===== src/rtl/tile_obi_demux_pkg.sv =====
// Shared constants and types for the tile's OBI data-port demultiplexer.
// Address rules are {idx, start_addr, end_addr}; end_addr is exclusive.
package tile_obi_demux_pkg;

    localparam int TILE_ADDR_W     = 32;
    localparam int TILE_DATA_W     = 32;
    localparam int TILE_AID_W      = 1;
    localparam int TILE_N_MAX_TRAN = 4;

    localparam logic [31:0] TILE_ERR_RDATA = 32'hBADC_AB1E;

    typedef struct packed {
        logic [31:0]            idx;
        logic [TILE_ADDR_W-1:0] start_addr;
        logic [TILE_ADDR_W-1:0] end_addr;
    } addr_rule_t;

    // Range test only; whether idx names a real subordinate is checked by the caller.
    function automatic logic addr_in_rule(input addr_rule_t rule,
                                          input logic [TILE_ADDR_W-1:0] addr);
        return (addr >= rule.start_addr) && (addr < rule.end_addr);
    endfunction

endpackage


===== src/rtl/tile_obi_demux_if.sv =====
// Manager-side and subordinate-side OBI signals of the demux, bundled.
// The demux uses the slave modport; the environment driving it uses master.
interface tile_obi_demux_if
    import tile_obi_demux_pkg::*;
#(
    parameter int N_SBR  = 2,
    parameter int ADDR_W = TILE_ADDR_W,
    parameter int DATA_W = TILE_DATA_W,
    parameter int AID_W  = TILE_AID_W
);
    localparam int BE_W = DATA_W / 8;

    logic                          mgr_req_i;
    logic                          mgr_gnt_o;
    logic [ADDR_W-1:0]             mgr_addr_i;
    logic                          mgr_we_i;
    logic [BE_W-1:0]               mgr_be_i;
    logic [DATA_W-1:0]             mgr_wdata_i;
    logic [AID_W-1:0]              mgr_aid_i;
    logic                          mgr_rvalid_o;
    logic [DATA_W-1:0]             mgr_rdata_o;
    logic                          mgr_err_o;
    logic [AID_W-1:0]              mgr_rid_o;

    logic [N_SBR-1:0]              sbr_req_o;
    logic [N_SBR-1:0]              sbr_gnt_i;
    logic [N_SBR-1:0][ADDR_W-1:0]  sbr_addr_o;
    logic [N_SBR-1:0]              sbr_we_o;
    logic [N_SBR-1:0][BE_W-1:0]    sbr_be_o;
    logic [N_SBR-1:0][DATA_W-1:0]  sbr_wdata_o;
    logic [N_SBR-1:0][AID_W-1:0]   sbr_aid_o;
    logic [N_SBR-1:0]              sbr_rvalid_i;
    logic [N_SBR-1:0][DATA_W-1:0]  sbr_rdata_i;
    logic [N_SBR-1:0]              sbr_err_i;
    logic [N_SBR-1:0][AID_W-1:0]   sbr_rid_i;

    modport slave (
        input  mgr_req_i, mgr_addr_i, mgr_we_i, mgr_be_i, mgr_wdata_i, mgr_aid_i,
        output mgr_gnt_o, mgr_rvalid_o, mgr_rdata_o, mgr_err_o, mgr_rid_o,
        output sbr_req_o, sbr_addr_o, sbr_we_o, sbr_be_o, sbr_wdata_o, sbr_aid_o,
        input  sbr_gnt_i, sbr_rvalid_i, sbr_rdata_i, sbr_err_i, sbr_rid_i
    );

    modport master (
        output mgr_req_i, mgr_addr_i, mgr_we_i, mgr_be_i, mgr_wdata_i, mgr_aid_i,
        input  mgr_gnt_o, mgr_rvalid_o, mgr_rdata_o, mgr_err_o, mgr_rid_o,
        input  sbr_req_o, sbr_addr_o, sbr_we_o, sbr_be_o, sbr_wdata_o, sbr_aid_o,
        output sbr_gnt_i, sbr_rvalid_i, sbr_rdata_i, sbr_err_i, sbr_rid_i
    );

endinterface


===== src/rtl/tile_obi_err_sbr.sv =====
// Error subordinate for unmapped addresses: always grants, and answers every
// grant one cycle later with err=1, a fixed rdata and the captured aid.
module tile_obi_err_sbr
    import tile_obi_demux_pkg::*;
#(
    parameter int                AID_W     = TILE_AID_W,
    parameter int                DATA_W    = TILE_DATA_W,
    parameter logic [DATA_W-1:0] ERR_RDATA = DATA_W'(TILE_ERR_RDATA)
) (
    input  logic              clk_i,
    input  logic              rst_i,
    input  logic              req_i,
    input  logic [AID_W-1:0]  aid_i,
    output logic              gnt_o,
    output logic              rvalid_o,
    output logic              err_o,
    output logic [DATA_W-1:0] rdata_o,
    output logic [AID_W-1:0]  rid_o
);

    logic             rvalid_q, rvalid_d;
    logic [AID_W-1:0] rid_q, rid_d;

    // Grant is unconditional, so req_i here is already a completed handshake.
    always_comb begin
        rvalid_d = req_i;
        rid_d    = rid_q;
        if (req_i) begin
            rid_d = aid_i;
        end
    end

    always_ff @(posedge clk_i) begin
        if (rst_i) begin
            rvalid_q <= 1'b0;
            rid_q    <= '0;
        end else begin
            rvalid_q <= rvalid_d;
            rid_q    <= rid_d;
        end
    end

    assign gnt_o    = 1'b1;
    assign rvalid_o = rvalid_q;
    assign err_o    = rvalid_q;
    assign rdata_o  = rvalid_q ? ERR_RDATA : '0;
    assign rid_o    = rvalid_q ? rid_q : '0;

endmodule


===== src/rtl/tile_obi_demux.sv =====
// Single-manager to N_SBR-subordinate OBI demux with runtime address rules,
// in-order responses and an internal error subordinate for unmapped accesses.
module tile_obi_demux
    import tile_obi_demux_pkg::*;
#(
    parameter int                N_SBR       = 2,
    parameter int                N_ADDR_RULE = 2,
    parameter int                N_MAX_TRAN  = TILE_N_MAX_TRAN,
    parameter int                ADDR_W      = TILE_ADDR_W,
    parameter int                DATA_W      = TILE_DATA_W,
    parameter int                AID_W       = TILE_AID_W,
    parameter logic [DATA_W-1:0] ERR_RDATA   = DATA_W'(TILE_ERR_RDATA)
) (
    input  logic                             clk_i,
    input  logic                             rst_i,
    // Rule addresses are TILE_ADDR_W wide, so ADDR_W is expected to match it.
    input  addr_rule_t [N_ADDR_RULE-1:0]     addr_map_i,
    tile_obi_demux_if.slave                  bus
);

    localparam int               SEL_W   = $clog2(N_SBR + 1);
    localparam int               CNT_W   = $clog2(N_MAX_TRAN + 1);
    localparam logic [SEL_W-1:0] ERR_SEL = SEL_W'(N_SBR);
    localparam logic [CNT_W-1:0] CNT_MAX = CNT_W'(N_MAX_TRAN);

    logic [SEL_W-1:0]       cur_sel_q, cur_sel_d;
    logic [CNT_W-1:0]       cnt_q, cnt_d;

    logic [N_ADDR_RULE-1:0] rule_hit;
    logic [SEL_W-1:0]       target;
    logic                   tgt_gnt;
    logic                   allowed;
    logic                   handshake;

    logic                   sel_rvalid;
    logic                   sel_err;
    logic [DATA_W-1:0]      sel_rdata;
    logic [AID_W-1:0]       sel_rid;
    logic                   rsp_fire;
    logic                   stray;

    logic                   err_req;
    logic                   err_gnt;
    logic                   err_rvalid;
    logic                   err_err;
    logic [DATA_W-1:0]      err_rdata;
    logic [AID_W-1:0]       err_rid;

    // Decode: rules naming a non-existent subordinate never hit.
    for (genvar gi = 0; gi < N_ADDR_RULE; gi++) begin : g_rule
        assign rule_hit[gi] = (addr_map_i[gi].idx < 32'(N_SBR))
                            && addr_in_rule(addr_map_i[gi], bus.mgr_addr_i);
    end

    // Walk from the highest rule down so the lowest-index hit has the last word.
    always_comb begin
        target = ERR_SEL;
        for (int r = N_ADDR_RULE - 1; r >= 0; r--) begin
            if (rule_hit[r]) begin
                target = addr_map_i[r].idx[SEL_W-1:0];
            end
        end
    end

    always_comb begin
        tgt_gnt = err_gnt;
        for (int i = 0; i < N_SBR; i++) begin
            if (target == SEL_W'(i)) begin
                tgt_gnt = bus.sbr_gnt_i[i];
            end
        end
    end

    always_comb begin
        sel_rvalid = err_rvalid;
        sel_err    = err_err;
        sel_rdata  = err_rdata;
        sel_rid    = err_rid;
        for (int i = 0; i < N_SBR; i++) begin
            if (cur_sel_q == SEL_W'(i)) begin
                sel_rvalid = bus.sbr_rvalid_i[i];
                sel_err    = bus.sbr_err_i[i];
                sel_rdata  = bus.sbr_rdata_i[i];
                sel_rid    = bus.sbr_rid_i[i];
            end
        end
    end

    always_comb begin
        stray = 1'b0;
        for (int i = 0; i < N_SBR; i++) begin
            if (bus.sbr_rvalid_i[i] && ((cur_sel_q != SEL_W'(i)) || (cnt_q == '0))) begin
                stray = 1'b1;
            end
        end
    end

    assign rsp_fire = sel_rvalid && (cnt_q != '0) && !rst_i;

    // A response retiring this cycle frees its slot for another request to the same target.
    assign allowed   = (cnt_q == '0)
                     || ((target == cur_sel_q) && ((cnt_q != CNT_MAX) || rsp_fire));
    assign handshake = bus.mgr_req_i && bus.mgr_gnt_o;
    assign err_req   = bus.mgr_req_i && allowed && (target == ERR_SEL);

    assign bus.mgr_gnt_o    = allowed && tgt_gnt;
    assign bus.mgr_rvalid_o = rsp_fire;
    assign bus.mgr_err_o    = rsp_fire && sel_err;
    assign bus.mgr_rdata_o  = rsp_fire ? sel_rdata : '0;
    assign bus.mgr_rid_o    = rsp_fire ? sel_rid : '0;

    for (genvar gi = 0; gi < N_SBR; gi++) begin : g_sbr
        assign bus.sbr_req_o[gi]   = bus.mgr_req_i && allowed && (target == SEL_W'(gi));
        assign bus.sbr_addr_o[gi]  = bus.mgr_addr_i;
        assign bus.sbr_we_o[gi]    = bus.mgr_we_i;
        assign bus.sbr_be_o[gi]    = bus.mgr_be_i;
        assign bus.sbr_wdata_o[gi] = bus.mgr_wdata_i;
        assign bus.sbr_aid_o[gi]   = bus.mgr_aid_i;
    end

    always_comb begin
        cur_sel_d = cur_sel_q;
        cnt_d     = cnt_q;
        if (handshake) begin
            cur_sel_d = target;
        end
        case ({handshake, rsp_fire})
            2'b10:   cnt_d = cnt_q + CNT_W'(1);
            2'b01:   cnt_d = cnt_q - CNT_W'(1);
            default: cnt_d = cnt_q;
        endcase
    end

    always_ff @(posedge clk_i) begin
        if (rst_i) begin
            cur_sel_q <= '0;
            cnt_q     <= '0;
        end else begin
            cur_sel_q <= cur_sel_d;
            cnt_q     <= cnt_d;
        end
    end

    tile_obi_err_sbr #(
        .AID_W     (AID_W),
        .DATA_W    (DATA_W),
        .ERR_RDATA (ERR_RDATA)
    ) u_err_sbr (
        .clk_i    (clk_i),
        .rst_i    (rst_i),
        .req_i    (err_req),
        .aid_i    (bus.mgr_aid_i),
        .gnt_o    (err_gnt),
        .rvalid_o (err_rvalid),
        .err_o    (err_err),
        .rdata_o  (err_rdata),
        .rid_o    (err_rid)
    );

    // Stray responses are already masked above; this only flags them.
    a_no_stray : assert property (@(posedge clk_i) disable iff (rst_i) !stray)
        else $error("tile_obi_demux: stray subordinate response dropped");

    a_mgr_stable : assert property (@(posedge clk_i) disable iff (rst_i)
        (bus.mgr_req_i && !bus.mgr_gnt_o) |=>
            (bus.mgr_req_i && $stable(bus.mgr_addr_i) && $stable(bus.mgr_we_i)
             && $stable(bus.mgr_be_i) && $stable(bus.mgr_wdata_i) && $stable(bus.mgr_aid_i)))
        else $error("tile_obi_demux: manager request changed before grant");

endmodule


===== src/flat_wrapper.sv =====
// flat-port wrapper written by rule: the top's interface ports become plain ports
module tile_obi_demux_flat import tile_obi_demux_pkg::*;
#(
    parameter int                N_SBR       = 2,
    parameter int                N_ADDR_RULE = 2,
    parameter int                N_MAX_TRAN  = TILE_N_MAX_TRAN,
    parameter int                ADDR_W      = TILE_ADDR_W,
    parameter int                DATA_W      = TILE_DATA_W,
    parameter int                AID_W       = TILE_AID_W,
    parameter logic [DATA_W-1:0] ERR_RDATA   = DATA_W'(TILE_ERR_RDATA)
)
  (clk_i, rst_i, addr_map_i, bus_mgr_req_i, bus_mgr_addr_i, bus_mgr_we_i, bus_mgr_be_i, bus_mgr_wdata_i, bus_mgr_aid_i, bus_mgr_gnt_o, bus_mgr_rvalid_o, bus_mgr_rdata_o, bus_mgr_err_o, bus_mgr_rid_o, bus_sbr_req_o, bus_sbr_addr_o, bus_sbr_we_o, bus_sbr_be_o, bus_sbr_wdata_o, bus_sbr_aid_o, bus_sbr_gnt_i, bus_sbr_rvalid_i, bus_sbr_rdata_i, bus_sbr_err_i, bus_sbr_rid_i);
  tile_obi_demux_if #(.N_SBR(N_SBR), .ADDR_W(ADDR_W), .DATA_W(DATA_W), .AID_W(AID_W)) bus_i ();
  input  logic clk_i;
  input  logic rst_i;
  input  addr_rule_t [N_ADDR_RULE-1:0] addr_map_i;
  input wire logic [$bits(bus_i.mgr_req_i)-1:0] bus_mgr_req_i;
  input wire logic [$bits(bus_i.mgr_addr_i)-1:0] bus_mgr_addr_i;
  input wire logic [$bits(bus_i.mgr_we_i)-1:0] bus_mgr_we_i;
  input wire logic [$bits(bus_i.mgr_be_i)-1:0] bus_mgr_be_i;
  input wire logic [$bits(bus_i.mgr_wdata_i)-1:0] bus_mgr_wdata_i;
  input wire logic [$bits(bus_i.mgr_aid_i)-1:0] bus_mgr_aid_i;
  output wire logic [$bits(bus_i.mgr_gnt_o)-1:0] bus_mgr_gnt_o;
  output wire logic [$bits(bus_i.mgr_rvalid_o)-1:0] bus_mgr_rvalid_o;
  output wire logic [$bits(bus_i.mgr_rdata_o)-1:0] bus_mgr_rdata_o;
  output wire logic [$bits(bus_i.mgr_err_o)-1:0] bus_mgr_err_o;
  output wire logic [$bits(bus_i.mgr_rid_o)-1:0] bus_mgr_rid_o;
  output wire logic [$bits(bus_i.sbr_req_o)-1:0] bus_sbr_req_o;
  output wire logic [$bits(bus_i.sbr_addr_o)-1:0] bus_sbr_addr_o;
  output wire logic [$bits(bus_i.sbr_we_o)-1:0] bus_sbr_we_o;
  output wire logic [$bits(bus_i.sbr_be_o)-1:0] bus_sbr_be_o;
  output wire logic [$bits(bus_i.sbr_wdata_o)-1:0] bus_sbr_wdata_o;
  output wire logic [$bits(bus_i.sbr_aid_o)-1:0] bus_sbr_aid_o;
  input wire logic [$bits(bus_i.sbr_gnt_i)-1:0] bus_sbr_gnt_i;
  input wire logic [$bits(bus_i.sbr_rvalid_i)-1:0] bus_sbr_rvalid_i;
  input wire logic [$bits(bus_i.sbr_rdata_i)-1:0] bus_sbr_rdata_i;
  input wire logic [$bits(bus_i.sbr_err_i)-1:0] bus_sbr_err_i;
  input wire logic [$bits(bus_i.sbr_rid_i)-1:0] bus_sbr_rid_i;
  assign bus_i.mgr_req_i = bus_mgr_req_i;
  assign bus_i.mgr_addr_i = bus_mgr_addr_i;
  assign bus_i.mgr_we_i = bus_mgr_we_i;
  assign bus_i.mgr_be_i = bus_mgr_be_i;
  assign bus_i.mgr_wdata_i = bus_mgr_wdata_i;
  assign bus_i.mgr_aid_i = bus_mgr_aid_i;
  assign bus_mgr_gnt_o = bus_i.mgr_gnt_o;
  assign bus_mgr_rvalid_o = bus_i.mgr_rvalid_o;
  assign bus_mgr_rdata_o = bus_i.mgr_rdata_o;
  assign bus_mgr_err_o = bus_i.mgr_err_o;
  assign bus_mgr_rid_o = bus_i.mgr_rid_o;
  assign bus_sbr_req_o = bus_i.sbr_req_o;
  assign bus_sbr_addr_o = bus_i.sbr_addr_o;
  assign bus_sbr_we_o = bus_i.sbr_we_o;
  assign bus_sbr_be_o = bus_i.sbr_be_o;
  assign bus_sbr_wdata_o = bus_i.sbr_wdata_o;
  assign bus_sbr_aid_o = bus_i.sbr_aid_o;
  assign bus_i.sbr_gnt_i = bus_sbr_gnt_i;
  assign bus_i.sbr_rvalid_i = bus_sbr_rvalid_i;
  assign bus_i.sbr_rdata_i = bus_sbr_rdata_i;
  assign bus_i.sbr_err_i = bus_sbr_err_i;
  assign bus_i.sbr_rid_i = bus_sbr_rid_i;
  tile_obi_demux #(.N_SBR(N_SBR), .N_ADDR_RULE(N_ADDR_RULE), .N_MAX_TRAN(N_MAX_TRAN), .ADDR_W(ADDR_W), .DATA_W(DATA_W), .AID_W(AID_W), .ERR_RDATA(ERR_RDATA)) u_core (.clk_i(clk_i), .rst_i(rst_i), .addr_map_i(addr_map_i), .bus(bus_i));
endmodule

===== config.mk =====
export PLATFORM = sky130hd
export DESIGN_NAME = tile_obi_demux_flat
export DESIGN_NICKNAME = d
export VERILOG_FILES = /design/src/rtl/tile_obi_demux_pkg.sv /design/src/rtl/tile_obi_demux_if.sv /design/src/rtl/tile_obi_err_sbr.sv /design/src/rtl/tile_obi_demux.sv /design/src/flat_wrapper.sv
export SDC_FILE = /design/constraint.sdc
export NUM_CORES = 1
export LEC_CHECK = 0
export BUFFER_PORTS_ARGS = -buffer_cell sky130_fd_sc_hd__clkbuf_2
export CAP_MARGIN = 20
export CELL_PAD_IN_SITES_DETAIL_PLACEMENT = 0
export CELL_PAD_IN_SITES_GLOBAL_PLACEMENT = 1
export CORE_AREA = 2 2 203 205
export DETAILED_ROUTE_END_ITERATION = 7
export DIE_AREA = 0 0 205 207
export PLACE_DENSITY = 0.6
export SYNTH_ARGS = -nofsm -noshare
export SYNTH_HDL_FRONTEND = slang
export SYNTH_SLANG_ARGS = --single-unit

===== constraint.sdc =====
create_clock -name clk_i -period 3.7 [get_ports clk_i]
set_clock_uncertainty 0.2 [all_clocks]
set_input_delay 0.185 -clock clk_i [delete_from_list [all_inputs] [get_ports clk_i]]
set_output_delay 0.185 -clock clk_i [all_outputs]
set_load 0.005 [all_outputs]

# [Word-level counts from Yosys, hierarchy flattened]
# Cells that the tools add are included.
[word_totals] latch_bits=0 mem_count=0 output_inout_bits=178 reg_bits=7 inputBits=337 word_cells=58 mem_bits_ro=0 ram_bits=0
[op_classes] n_div=0 shifts=0 eq_ne=7 add_sub_neg=2 magnitude_cmp=6 n_mux=17 n_reduce_logical=22 n_bitwise=0 n_mul=0
[op_table] cell="two-way mux 32 bit" count=4
[op_table] cell="greater-or-equal comparator 32 bit" count=2
[op_table] cell="< comparator 32 x 2 -> 1 bit, second input constant" count=2
[op_table] cell="< comparator 32 bit" count=2
[op_table] cell="logical AND 1 bit" count=14
[op_table] cell="two-way mux 1 bit" count=10
[op_table] cell="== test 2 x 1 -> 1 bit, second input constant" count=3
[op_table] cell="one-hot mux 3 bit (2 select lines)" count=1
[op_table] cell="== test 2 bit, second input constant" count=2
[op_table] cell="logical NOT 2 bit" count=2
[op_table] cell="two-way mux 2 bit" count=2
[op_table] cell="adder 3 x 1 -> 3 bit, second input constant" count=1
[op_table] cell="logical NOT 3 bit" count=1
[op_table] cell="!= test 3 bit, second input constant" count=1
[op_table] cell="nonzero test 3 bit" count=1
[op_table] cell="subtractor 3 x 1 -> 3 bit, second input constant" count=1
[op_table] cell="== test 2 bit" count=1
[op_table] cell="logical OR 1 bit" count=2
[op_table] cell="nonzero test 2 bit" count=1
[op_table] cell="logical NOT 1 bit" count=1

# [Depth between registers and ports, before layout]
# Gate-level depths: netlist (run 1).
[depth] depth_word=12 mapped_depth=17 mapped_depth_nobuf=17

# [Modules after synthesis]
# Synthesis (run 1) repeated with hierarchy kept, for this count alone.
[hier_totals] hier_cells=881 area_unflattened_um2=6077.1
[by_module_without_submodules] module="tile_obi_demux" cells_each=839 instances=1 seq_area_each_um2=100.1 area_each_um2=5748.0
[by_module_without_submodules] module="tile_obi_err_sbr" cells_each=42 instances=1 seq_area_each_um2=40.0 area_each_um2=329.1

# [Worst setup path after synthesis (run 1)]
# No wires, ideal clock.
[synth_path] path_type="input to register" startpoint="input port addr_map_i[11] (netlist bit)" endpoint="register u_core.cnt_q[2]" arrival_time_ns=3.397 required_ns=3.430 path_buffers=0 setup_slack_ns=0.034 path_stages=17 setup_ns=0.070 path_cell_list="inv_1 ha_1 and3_4 a221o_1 a221oi_2 a21oi_1 nor3_2 a21oi_2 o211a_4 a311oi_4 nand2_1 ha_1 inv_1 fa_1 xor2_1 or3_1 a21oi_1"
[synth_via] elab_chain_cells=11 elab_cells_between_ends=17 cone_classes="order compare: 1; eq/ne: 4; mux: 4; reduce/logical: 8"
[synth_lines] element="start: declaration" line="flat_wrapper.sv:16" source="input addr_rule_t [N_ADDR_RULE-1:0] addr_map_i;"
[synth_lines] element="< comparator 32 bit (*)" line="tile_obi_demux_pkg.sv:21" source="return (addr >= rule.start_addr) && (addr < rule.end_addr);"
[synth_lines] element="logical AND 1 bit (*)" line="tile_obi_demux_pkg.sv:21"
[synth_lines] element="logical AND 1 bit (*)" line="tile_obi_demux.sv:52" source="&& addr_in_rule(addr_map_i[gi], bus.mgr_addr_i);"
[synth_lines] element="two-way mux 2 bit (*)" line="tile_obi_demux.sv:59" source="if (rule_hit[r]) begin"
[synth_lines] element="logical NOT 2 bit / == test 2 bit (equally long branches)" line="tile_obi_demux.sv:68, tile_obi_demux.sv:102"
[synth_lines] element="two-way mux 1 bit / logical AND 1 bit (equally long branches)" line="tile_obi_demux.sv:68, tile_obi_demux.sv:102"
[synth_lines] element="two-way mux 1 bit / logical OR 1 bit (equally long branches)" line="tile_obi_demux.sv:68, tile_obi_demux.sv:102"
[synth_lines] element="logical AND 1 bit (*)" line="tile_obi_demux.sv:106" source="assign bus.mgr_gnt_o = allowed && tgt_gnt;"
[synth_lines] element="logical AND 1 bit (*)" line="tile_obi_demux.sv:103" source="assign handshake = bus.mgr_req_i && bus.mgr_gnt_o;"
[synth_lines] element="== test 2 x 1 -> 1 bit / == test 2 bit (equally long branches)" line="tile_obi_demux.sv:127" source="case ({handshake, rsp_fire})"
[synth_lines] element="one-hot mux 3 bit (2 select lines) / nonzero test 2 bit (equally long branches)"
[synth_lines] element="end signal: assignment" line="tile_obi_demux.sv:140" source="cnt_q <= cnt_d;"
[synth_lines] element="end: declaration" line="tile_obi_demux.sv:27" source="logic [CNT_W-1:0] cnt_q, cnt_d;"
# Mark *: on every way between the ends. The rest lies on a longest branch, timed or not.
# A chain may end at the register's enable or synchronous reset.

# [Worst setup path in the final report (run 1)]
[layout_path] startpoint="input port bus_mgr_addr_i[27]" endpoint="register u_core.cnt_q[2]"
[layout_via] elab_chain_cells=12 elab_cells_between_ends=23 cone_classes="order compare: 4; eq/ne: 4; mux: 5; reduce/logical: 10"
[layout_lines] element="start: declaration" line="flat_wrapper.sv:18" source="input wire logic [$bits(bus_i.mgr_addr_i)-1:0] bus_mgr_addr_i;"
[layout_lines] element="greater-or-equal comparator 32 bit / < comparator 32 bit (equally long branches)" line="tile_obi_demux_pkg.sv:21"
[layout_lines] element="logical AND 1 bit" line="tile_obi_demux_pkg.sv:21"
[layout_lines] element="logical AND 1 bit" line="tile_obi_demux.sv:52"
[layout_lines] element="two-way mux 2 bit" line="tile_obi_demux.sv:59"
[layout_lines] element="two-way mux 2 bit (*)" line="tile_obi_demux.sv:59"
[layout_lines] element="logical NOT 2 bit / == test 2 bit (equally long branches)" line="tile_obi_demux.sv:68, tile_obi_demux.sv:102"
[layout_lines] element="two-way mux 1 bit / logical AND 1 bit (equally long branches)" line="tile_obi_demux.sv:68, tile_obi_demux.sv:102"
[layout_lines] element="two-way mux 1 bit / logical OR 1 bit (equally long branches)" line="tile_obi_demux.sv:68, tile_obi_demux.sv:102"
[layout_lines] element="logical AND 1 bit (*)" line="tile_obi_demux.sv:106"
[layout_lines] element="logical AND 1 bit (*)" line="tile_obi_demux.sv:103"
[layout_lines] element="== test 2 x 1 -> 1 bit / == test 2 bit (equally long branches)" line="tile_obi_demux.sv:127"
[layout_lines] element="one-hot mux 3 bit (2 select lines) / nonzero test 2 bit (equally long branches)"
# Marked as above.

==> results of run 1 <==
power groups by stage:
stage / clock, mW / combinational [mW] / sequential, mW
2_1_floorplan: 0 / 0.799 / 0.114
3_3_place_gp: 0 / 1.25 / 0.120
3_5_place_dp: 0 / 1.26 / 0.122
4_1_cts: 0.188 / 1.33 / 0.120
5_1_grt: 0.195 / 1.51 / 0.123
6_report: 0.184 / 1.36 / 0.120
logic make-up after synthesis:
group | after synthesis | synth area share, %
flops | 7 | 2.57
buf+inv | 285 | 29.6
compound gates | 142 | 17.5
mux | 35 | 6.42
xor+xnor | 2 | 0.321
fa+ha+maj | 128 | 29.5
simple gates | 143 | 14.1
routing by layer:
layer	track usage, %	part of all wire, %	vias up	wire, um
li1	-	-	3140	-
met1	11.9	40	2654	9460
met2	20.1	52	254	12400
met3	1.57	6.5	22	1550
met4	1.74	1.4	0	327
met5	0	0	-	0
timing repair:
action | 4_1_cts | 5_1_grt
resized for setup | 56 | 57
endpoints found under the setup margin | 9 | 5
pin swaps | 25 | 19
setup buffers | 5 | 3
gates cloned | 0 | 0
cells in the final DEF (no fill, tap or decap), drive strengths merged, types with 7 or more instances in the layout:
master / n
clkbuf: 393
mux2i: 35
a21o: 9
nor2: 35
nor4: 18
dfxtp: 7
a21oi: 70
nand2: 32
nand3: 13
o21ai: 19
ha: 127
inv: 135
nand4: 15
buf: 111
registers in the layout, summed over array words and instances, names as in the netlist:
register	count
u_core.cnt_q	3
u_core.u_err_sbr.err_o	1
u_core.cur_sel_q	2
u_core.u_err_sbr.rid_q	1
layout make-up:
cell class | count | area share, %
multi-input cells | 450 | 49.9
repair buffers | 500 | 33.7
well taps | 532 | 7.86
inverters | 135 | 6.04
flip-flops and latches | 7 | 1.67
clock buffers | 4 | 0.930
final timing paths:
path,startpoint,slack (ns),to,cells past startpoint
min reg2reg,u_core.cnt_q[2]$_SDFFE_PP0P_,0.30,u_core.cnt_q[2]$_SDFFE_PP0P_,2
min,rst_i,0.03,u_core.cnt_q[1]$_SDFFE_PP0P_,2
max,bus_mgr_addr_i[27],-0.003,u_core.cnt_q[2]$_SDFFE_PP0P_,18
max reg2reg,u_core.cnt_q[0]$_SDFFE_PP0P_,0.59,u_core.cnt_q[2]$_SDFFE_PP0P_,14
worst max-delay path, stage by stage:
cell	delay [ns]
buf_2	0.15
buf_4	0.15
ha_4	0.27
nand2_4	0.05
or4_4	0.58
a311oi_4	0.33
nor3_4	0.09
buf_6	0.14
a211o_4	0.33
o211a_4	0.15
a311oi_4	0.22
nand2_1	0.09
ha_2	0.19
inv_2	0.06
fa_2	0.19
xor2_1	0.06
or3_1	0.31
a21oi_1	0.12
metrics by stage:
stage	TNS [ns]	hold slack (ns)
detailed placement	-4.77	0.170
global placement	-3.26	0.170
floorplan	0	0.132
global route	-0.445	0.0643
finish	-0.00256	0.0326
CTS	-0.114	0.0370
==> metrics.md, run 1 <==
| Metric | Value |
|---|---|
| Row cnt | 74 |
| Ports | just over 500 |
| Vias per cell | 3.73 |
| Core area | 40,400 um^2 |
| Max Buffers Root-to-Sink | 2 |
| Failing checks | setup timing |
| Worst Path Max Fanout | 5 |
| WP data required | between 3 and 4 ns |
| Fin util | between 20% and 30% |
| Via count | 6,070 |
| Buffers on Ports | 403 |
| Fin nets | 1,562 |
| Overall routing resource usage | 10.4% |
| Register Area | 141 um^2 |
| Relative slew slack | between 50% and 60% |
| Synth Instances | approximately 740 |
| Initial antenna violation count | 0 |
| Power share of the combinational group | 81.7% |
| Routed WL | 23.7 mm |
| Post-synth top area share | between 20 and 30% |
| Highest Clock Rate | 270 MHz |
| Final min period | between 3 and 4 ns |
| Post-Syn Nets | 1,207 |
| First-pass GRT wire length | 34.1 mm |
| Power per cell area | 196 nW/um^2 |
| Synth top area cells | ha_1 29%, buf_4 19%, inv_1 9.2% |
| Synth Cell Area | ~5500 um^2 |
| Total design power | 1.66 mW |
| Die Height | 207 um |
| Post-Layout Cell Count | 1,628 |
| Worst IR drop on VDD | 0.163 mV |
| Largest net degree at the start of global routing | 37 |
| Post-route ant nets | 0 |
| Vias in the first global route | ~6,200 |
| Fill cell count | approximately 4,600 |
| DP Area | 7730 um^2 |
| Syn avg cell area | roughly 7.4 um^2 |
| Post-synth top area cell | ha_1 |
| Final Wtd Congestion | 0.831 |
| Leakage | 4.66 nW |
| Worst-Skew Late Latency | about 0.23 ns |
| DRC | 0 |
| Layout cells sized above 1 | 53.4% |
| Slew @ Worst Pin | between 0.6 and 0.7 ns |
| Worst Path Arrival | 3.67 ns |
| Die W | 205 um |
| Clock share of power | 11.1% |
| Setup crit start kind | input pin |
| Count of cell types in the netlist | 67 |
| Status | complete, but fails checks |
| Antenna Cells | 0 |
| Fraction of registers with async set/reset | 0% |
| Clock-pin transition on the worst setup and hold timing paths | 0.04 ns |
| Placed Instances | 1,618 |
| YS warnings | 0 |
| Post-synth top cells | 140 x buf_4, 134 x inv_1, 127 x ha_1, 68 x a21oi_1 |
| Int Power | 914 uW |
| Final setup vio count | 1 |
| Layout area overhead | 55.3% |
| Die area | 42,400 um^2 |
| Fin. Hold Viols | 0 |
| Design Area, Final | about 8500 um^2 |
| Root Driver | clkbuf_16 |
| Initial Util | 13.5% |
| CTS tree | done |
| 1st-iter DRT viols | 207 |
| Sequential fraction of the synthesis area | 2.57% |
| Unrepaired setup endpoints after global routing | yes |
| TritonCTS buffer count | 3 |
| Period utilization | 100% |
| Pre-antenna DRT Iters | 4 |
| Hold WC Path Type | in -> reg |
| Sw Ratio | 45.0% |
| # clock sinks | 7 |
| Global route overflow | 0 |
| Critical path endpoint category | flip-flop |
| DP Worst Slack | -0.960 ns |
| Number of synthesized flops with an enable pin | 0 |
| Max cap viols | 0 |
| Avg WL per Cell | around 15 um |
| Footprint of the multi-input gates | 4220 um^2 |
| Count leader, synth | buf_4 |
| Post-CTS Hold Fix Bufs | 0 |
| Sequential share of power | 7.2% |
| Fin. max-slew vios | 0 |
| #FFs+latches synth | 7 |
| Post-DP HPWL | 21.6 mm |
| Setup ws final | -0.00256 ns |
| Net Switching | roughly 750 uW |
| Worst Setup Path Type | in -> reg |
| H-tree depth | 1 |
| Synth Flop Type | dfxtp_1 |
No activity file was read; power rests on OpenSTA's default activity.
==> run 2, diff against run 1 <==
--- a/config.mk
+++ b/config.mk
@@ -9,10 +9,10 @@
 export CAP_MARGIN = 20
 export CELL_PAD_IN_SITES_DETAIL_PLACEMENT = 0
 export CELL_PAD_IN_SITES_GLOBAL_PLACEMENT = 1
-export CORE_AREA = 2 2 203 205
+export CORE_AREA = 3 3 201 203
 export DETAILED_ROUTE_END_ITERATION = 7
-export DIE_AREA = 0 0 205 207
-export PLACE_DENSITY = 0.6
+export DIE_AREA = 0 0 204 206
+export PLACE_DENSITY = 0.59
 export SYNTH_ARGS = -nofsm -noshare
 export SYNTH_HDL_FRONTEND = slang
 export SYNTH_SLANG_ARGS = --single-unit
==> constraint.sdc (replaced) <==
create_clock -name clk_i -period 3.65 [get_ports clk_i]
set_clock_uncertainty 0.2 [all_clocks]
set_input_delay 0.1825 -clock clk_i [delete_from_list [all_inputs] [get_ports clk_i]]
set_output_delay 0.1825 -clock clk_i [all_outputs]
set_load 0.005 [all_outputs]
==> run 2 against run 1 <==
  * The flow still finishes with violations (setup timing)
  * First-iteration DRC count down 24%
  * Non-clock buffer count up 10
  * Die area decreased by 0.97%
  * Total power up 3.0%
  * Sequential cell count is the same
  * Worst hold slack worse by 0.0026 ns
  * Utilization rose by 1.5 points
  * Global-route usage up 0.56 points
  * Critical endpoint unchanged
  * Largest cell class unchanged
==> metrics.md, run 2 (synthesis gave the netlist of run 1 again) <==
| Metric | Value |
|---|---|
| Status | complete, but fails checks |
| Failing checks | setup timing |
| WP data required | 3.61 ns (-0.06 ns) |
| Clock-pin transition on the worst setup and hold timing paths | 0.04 ns (about the same) |
| Post-route ant nets | 0 (unchanged) |
| Placed Instances | 1,615 (-0.19%) |
| Post-CTS Hold Fix Bufs | 0 (unchanged) |
| Unrepaired setup endpoints after global routing | yes |
| Fin. max-slew vios | 0 (unchanged) |
| Fin Setup TNS | -0.0400 ns (-0.0374 ns) |
| Buffers on Ports | 403 (unchanged) |
| Critical path endpoint category | flip-flop |
| # clock sinks | 7 (unchanged) |
| Layout area overhead | 59.6% |
| Worst Setup Path Type | in -> reg |
| Most frequent cells in the layout | 388 x clkbuf_2, 129 x inv_1, 98 x buf_4 |
| Final Wtd Congestion | 0.810 (-2.5%) |
| Die Height | 206 um (-0.48%) |
| Biggest regs | u_core.cnt_q: 3 flops, u_core.cur_sel_q: 2 flops |
| H-tree depth | 1 (unchanged) |
| DRC | 0 (unchanged) |
| Leakage | 4.73 nW (+1.5%) |
| Slew @ Worst Pin | 0.633 ns (-0.00807 ns) |
| 1st-iter DRT viols | 158 (-24%) |
| Worst Path Arrival | 3.65 ns (-0.02 ns) |
| Die W | 204 um (-0.49%) |
| Fin util | 22.5% (+1.5 points) |
| Vias per cell | 3.81 (+2.2%) |
| Worst Path Max Fanout | 4 (-1) |
| Hold WC Path Type | in -> reg |
| Final min period | 3.69 ns |
| Post-DP HPWL | 22.5 mm (+4.1%) |
| Root Driver | clkbuf_16 |
| Setup crit start kind | input pin |
| Relative slew slack | 57.8% (+0.54 points) |
| Most common cell after layout, fill and taps aside | clkbuf_2 |
| Power per cell area | 196 nW/um^2 (+0.23%) |
| TritonCTS buffer count | 3 (unchanged) |
| Fin. Hold Viols | 0 (unchanged) |
| Routed WL | 24.9 mm (+4.8%) |
| Max Buffers Root-to-Sink | 2 (unchanged) |
| Post-Layout Cell Count | 1,624 (-0.25%) |
| First-pass GRT wire length | 35.8 mm (+5.2%) |
| Max FFs per register | 3 (unchanged) |
| Total design power | 1.71 mW (+3.0%) |
| Reg2reg setup slack | 0.52 ns (-0.07 ns) |
| Overall routing resource usage | 10.9% (+0.56 points) |
| Fin nets | 1,572 (+0.64%) |
| CTS tree | done |
| Avg WL per Cell | 15.3 um (+5.1%) |
| Worst IR drop on VDD | 0.154 mV (-5.4%) |
| Highest Clock Rate | 271 MHz |
| Row cnt | 72 (-2.7%) |
| Pre-antenna DRT Iters | 4 (unchanged) |
| Fin Hold WS | 0.0300 ns (-0.00261 ns) |
| Vias in the first global route | 6,537 (+5.2%) |
| Final setup vio count | 1 (unchanged) |
| Fill cell count | 4,340 (-5.9%) |
| Max cap viols | 0 (unchanged) |
| Global route overflow | 0 (unchanged) |
| Setup ws final | -0.0400 ns (-0.0374 ns) |
| Die area | 42,000 um^2 (-0.97%) |
| Initial antenna violation count | 0 (unchanged) |
| Most flops, register | u_core.cnt_q |
| Largest net degree at the start of global routing | 37 (unchanged) |
| Via count | 6,189 (+2.0%) |
| Initial Util | 14.1% (+0.60 points) |
| Layout cells sized above 1 | 54.9% (+1.5 points) |
| Worst-Skew Late Latency | 0.23 ns (about the same) |
| Period utilization | 101% |
| Ports | 515 (unchanged) |
| Core area | 38,600 um^2 (-4.3%) |
| Antenna Cells | 0 (unchanged) |
[run 2: cell types whose count changed in the layout (fill, tap and decap cells not counted), sizes merged]
cell,change
clkbuf,+13
buf,-3
[run 2: report_power, final]
part	internal (mW)	switching, mW
clock	0.145	0.0415
sequential	0.103	0.0189
combinational	0.692	0.710
total	0.940	0.770
[run 2: area by class of cell]
class,instances,area [um^2],share of cell area (%)
multi-input combinational,450,4340,49.8
timing repair buffer,510,2990,34.4
tap,518,648,7.44
inverter,135,507,5.82
sequential,7,141,1.62
clock buffer,4,78.8,0.905
[run 2: per-layer routing]
metal | vias to the layer above | part of all wire (%) | track usage [%]
met2 | 266 | 51 | 20.6
met1 | 2737 | 40 | 13.1
met4 | 0 | 2.0 | 2.24
li1 | 3157 | - | -
met5 | - | 0 | 0
met3 | 29 | 7.0 | 1.78
[run 2: final timing paths]
kind                                    endpoint  cells after the start                             start
max                 u_core.cnt_q[2]$_SDFFE_PP0P_                     19                 bus_mgr_addr_i[0]
min          u_core.u_err_sbr.rid_q$_SDFFE_PP0P_                      3                     bus_mgr_aid_i
min reg2reg         u_core.cnt_q[2]$_SDFFE_PP0P_                      2      u_core.cnt_q[2]$_SDFFE_PP0P_
max reg2reg         u_core.cnt_q[2]$_SDFFE_PP0P_                     14  u_core.cur_sel_q[1]$_SDFFE_PP0P_
[run 2: worst max-delay path, stage by stage]
cell and delay [ns]:
clkbuf_2 0.10, inv_1 0.07, ha_1 0.28, nand2b_1 0.19
a2111oi_4 0.32, nor4_2 0.08, buf_4 0.14, o311ai_4 0.38
a211o_2 0.21, a211o_1 0.17, a21o_1 0.18, a311oi_4 0.10
nand2_1 0.09, ha_2 0.19, inv_2 0.04, fa_2 0.35
xor2_1 0.15, or3_1 0.30, a21oi_1 0.13
[run 2: timing repair]
item                                    CTS  global route
gates resized for setup                 111            10
hold endpoints to repair                  0             0
pin swaps                                42             4
buffers inserted                          6             1
endpoints found under the setup margin    7             5
[run 2: metrics by stage]
step           instance area (um^2)  setup slack [ns]
3_3_place_gp                   7830            -0.763
3_5_place_dp                   7830            -0.854
5_1_grt                        8710            -0.276
6_report                       8710           -0.0400
2_1_floorplan                  5460            0.0241
4_1_cts                        8620           -0.0678
==> run 3, diff against run 2 <==
--- a/config.mk
+++ b/config.mk
@@ -5,14 +5,14 @@
 export SDC_FILE = /design/constraint.sdc
 export NUM_CORES = 1
 export LEC_CHECK = 0
-export BUFFER_PORTS_ARGS = -buffer_cell sky130_fd_sc_hd__clkbuf_2
 export CAP_MARGIN = 20
 export CELL_PAD_IN_SITES_DETAIL_PLACEMENT = 0
 export CELL_PAD_IN_SITES_GLOBAL_PLACEMENT = 1
-export CORE_AREA = 3 3 201 203
+export CORE_AREA = 3 3 199 201
 export DETAILED_ROUTE_END_ITERATION = 7
-export DIE_AREA = 0 0 204 206
-export PLACE_DENSITY = 0.59
+export DIE_AREA = 0 0 202 204
+export DONT_BUFFER_PORTS = 1
+export PLACE_DENSITY = 0.42
 export SYNTH_ARGS = -nofsm -noshare
 export SYNTH_HDL_FRONTEND = slang
 export SYNTH_SLANG_ARGS = --single-unit
==> run 3 against run 2 <==
  * The run now ends clean
  * Sequential cell count unchanged
  * Global-route usage down 1.6 points
  * Utilization shrank 7.3 points
  * Total power decreased by 25%
  * Cell count down 28%
  * Wire length decreased by 15%
  * Largest cell class unchanged
  * Register-to-register slack hardly changed
  * Sequential power is essentially flat
  * Combinational power down 31%
  * Die area down 1.9%
==> metrics.md, run 3 (synthesis gave the netlist of run 1 again) <==
| Metric | Value |
|---|---|
| Pre-antenna DRT Iters | 4 (unchanged) |
| Initial antenna violation count | 0 (unchanged) |
| Buffers on Ports | 0 (-100%) |
| Biggest regs | u_core.cnt_q: 3 flops, u_core.cur_sel_q: 2 flops |
| Clock-pin transition on the worst setup and hold timing paths | 0.04 ns (about the same) |
| Worst IR drop on VDD | 0.158 mV (+2.7%) |
| CTS tree | done |
| 1st-iter DRT viols | 105 (-34%) |
| Max Buffers Root-to-Sink | 2 (unchanged) |
| Die area | 41,200 um^2 (-1.9%) |
| Overall routing resource usage | 9.32% (-1.6 points) |
| WP data required | 3.61 ns (about the same) |
| Design Area, Final | 5760 um^2 (-34%) |
| Fin. Hold Viols | 0 (unchanged) |
| Die W | 202 um (-0.98%) |
| Power per cell area | 222 nW/um^2 (+13%) |
| First-pass GRT wire length | 29.1 mm (-19%) |
| Highest Clock Rate | 279 MHz (+3.0%) |
| Slew @ Worst Pin | 0.608 ns (-0.0255 ns) |
| Net Switching | 597 uW (-23%) |
| Ports | 515 (unchanged) |
| TritonCTS buffer count | 3 (unchanged) |
| Slowest stage delay, CP | 0.39 ns (about the same) |
| Setup ws final | 0.0686 ns (+0.109 ns) |
| Sequential share of power | 9.6% (+2.5 points) |
| Footprint of the multi-input gates | 3930 um^2 (-9.4%) |
| Register Area | 141 um^2 (unchanged) |
| Largest net degree at the start of global routing | 37 (unchanged) |
| # clock sinks | 7 (unchanged) |
| Final setup vio count | 0 (-1) |
| Final Wtd Congestion | 0.749 (-7.6%) |
| Post-route ant nets | 0 (unchanged) |
| Sw Ratio | 46.7% (+1.7 points) |
| Setup crit start kind | input pin |
| Most frequent cells in the layout | 126 x inv_1, 118 x ha_1, 63 x a21oi_1 |
| Final min period | 3.58 ns (-0.109 ns) |
| Hold WC Path Type | in -> out |
| Critical Path, Cell by Cell | inv_4 -> ha_4 -> and3_4 -> a221o_1 -> a221oi_4 -> a21oi_2 -> nor3_2 -> buf_4 -> a211o_1 -> a21o_1 -> a311oi_4 -> nand2_1 -> ha_2 -> inv_2 -> fa_2 -> xor2_1 -> or3_1 -> a21oi_1 |
| Global route overflow | 0 (unchanged) |
| Most flops, register | u_core.cnt_q |
| Critical path endpoint category | flip-flop |
| DP Area | 5390 um^2 (-31%) |
| Period utilization | 98.1% (-3.0 points) |
| Worst Setup Path Type | in -> reg |
| H-tree depth | 1 (unchanged) |
| Fill cell count | 4,350 (+0.23%) |
| Worst Path Max Fanout | 4 (unchanged) |
| Clock share of power | 14.5% (+3.6 points) |
| Root Driver | clkbuf_16 |
| Relative slew slack | 59.5% (+1.7 points) |
| Layout area overhead | 5.62% |
| Most common cell after layout, fill and taps aside | inv_1 |
| Max cap viols | 0 (unchanged) |
| Vias per cell | 3.85 (+1.0%) |
| Total design power | 1.28 mW (-25%) |
| Antenna Cells | 0 (unchanged) |
| DRC | 0 (unchanged) |
| Leakage | 2.73 nW (-42%) |
| Post-DP HPWL | 19.2 mm (-15%) |
| Fin. max-slew vios | 0 (unchanged) |
| Vias in the first global route | 4,616 (-29%) |
| Routed WL | 21.1 mm (-15%) |
| Layout cells sized above 1 | 18.4% (-36 points) |
| Worst Path Arrival | 3.54 ns (-0.11 ns) |
| Int Power | 681 uW (-28%) |
| Initial Util | 14.5% (+0.33 points) |
| Avg WL per Cell | 18.1 um (+18%) |
| Max FFs per register | 3 (unchanged) |
| Unrepaired setup endpoints after global routing | yes |
| Power share of the combinational group | 75.9% (-6.1 points) |
| Worst-Skew Late Latency | 0.23 ns (about the same) |
| Die Height | 204 um (-0.97%) |
| Via count | 4,492 (-27%) |
| Status | finished, final reports clean |
| Fin nets | 1,122 (-29%) |
| Post-Layout Cell Count | 1,167 (-28%) |
| Placed Instances | 1,156 (-28%) |
| Row cnt | 71 (-1.4%) |
| DP Worst Slack | -0.429 ns (+0.425 ns) |
| Critical-path top delay cell | a221o_1 |
| Core area | 37,800 um^2 (-2.3%) |
## run 3: per-layer routing
| layer | vias to the layer above | global-route usage, % | routed length [um] |
|---|---|---|---|
| met2 | 241 | 17.4 | 10800 |
| met3 | 15 | 2.39 | 1500 |
| met5 | - | 0 | 0 |
| li1 | 2255 | - | - |
| met1 | 1981 | 11.1 | 8600 |
| met4 | 0 | 1.02 | 195 |
## run 3: worst paths after layout
check,startpoint,end,slack [ns],cells past startpoint
max,addr_map_i[10],u_core.cnt_q[2]$_SDFFE_PP0P_,0.07,18
min,bus_mgr_wdata_i[31],bus_sbr_wdata_o[63],0.17,0
max reg2reg,u_core.cur_sel_q[1]$_SDFFE_PP0P_,u_core.cnt_q[2]$_SDFFE_PP0P_,0.52,14
min reg2reg,u_core.cnt_q[2]$_SDFFE_PP0P_,u_core.cnt_q[2]$_SDFFE_PP0P_,0.29,2
## run 3: per-stage QoR
step	hold slack [ns]	setup TNS, ns	util (%)
final	0.165	0	15.3
after global routing	0.165	-0.188	15.3
after CTS	0.165	0	14.8
after detailed placement	0.0575	-0.877	14.3
after global placement	0.0564	-0.925	14.3
after floorplan	0.130	0	-
## run 3: power groups by stage
stage	combinational, mW	clock [mW]	sequential, mW
after floorplan	0.810	0	0.116
after global placement	0.952	0	0.124
after CTS	0.973	0.190	0.124
after global routing	1.09	0.200	0.126
after detailed placement	0.946	0	0.125
final	0.970	0.186	0.123
## run 3: layout make-up
| type | instances | area share, % |
|---|---|---|
| sequential | 7 | 2.45 |
| tap | 511 | 11.1 |
| clock buffer | 4 | 1.37 |
| multi-input combinational | 450 | 68.2 |
| timing repair buffer | 60 | 7.90 |
| inverter | 135 | 9.01 |
## run 3: repair_timing
| action | 4_1_cts | 5_1_grt |
|---|---|---|
| gates resized for setup | 21 | 29 |
| setup buffers | 1 | 4 |
| hold endpoints to repair | 7 | 0 |
| pin swaps | 13 | 24 |
| hold buffers | 2 | 0 |
| setup endpoints to repair | 2 | 3 |
## run 3: critical path, delay by kind of cell
| family | cells | cell delay (ns) |
|---|---|---|
| AO/OA/AOI/OAI | 7 | 1.44 |
| AND/OR/NAND/NOR | 4 | 0.84 |
| adder cells (fa/ha/maj) | 3 | 0.70 |
| buffers and inverters | 3 | 0.24 |
| XOR/XNOR | 1 | 0.15 |
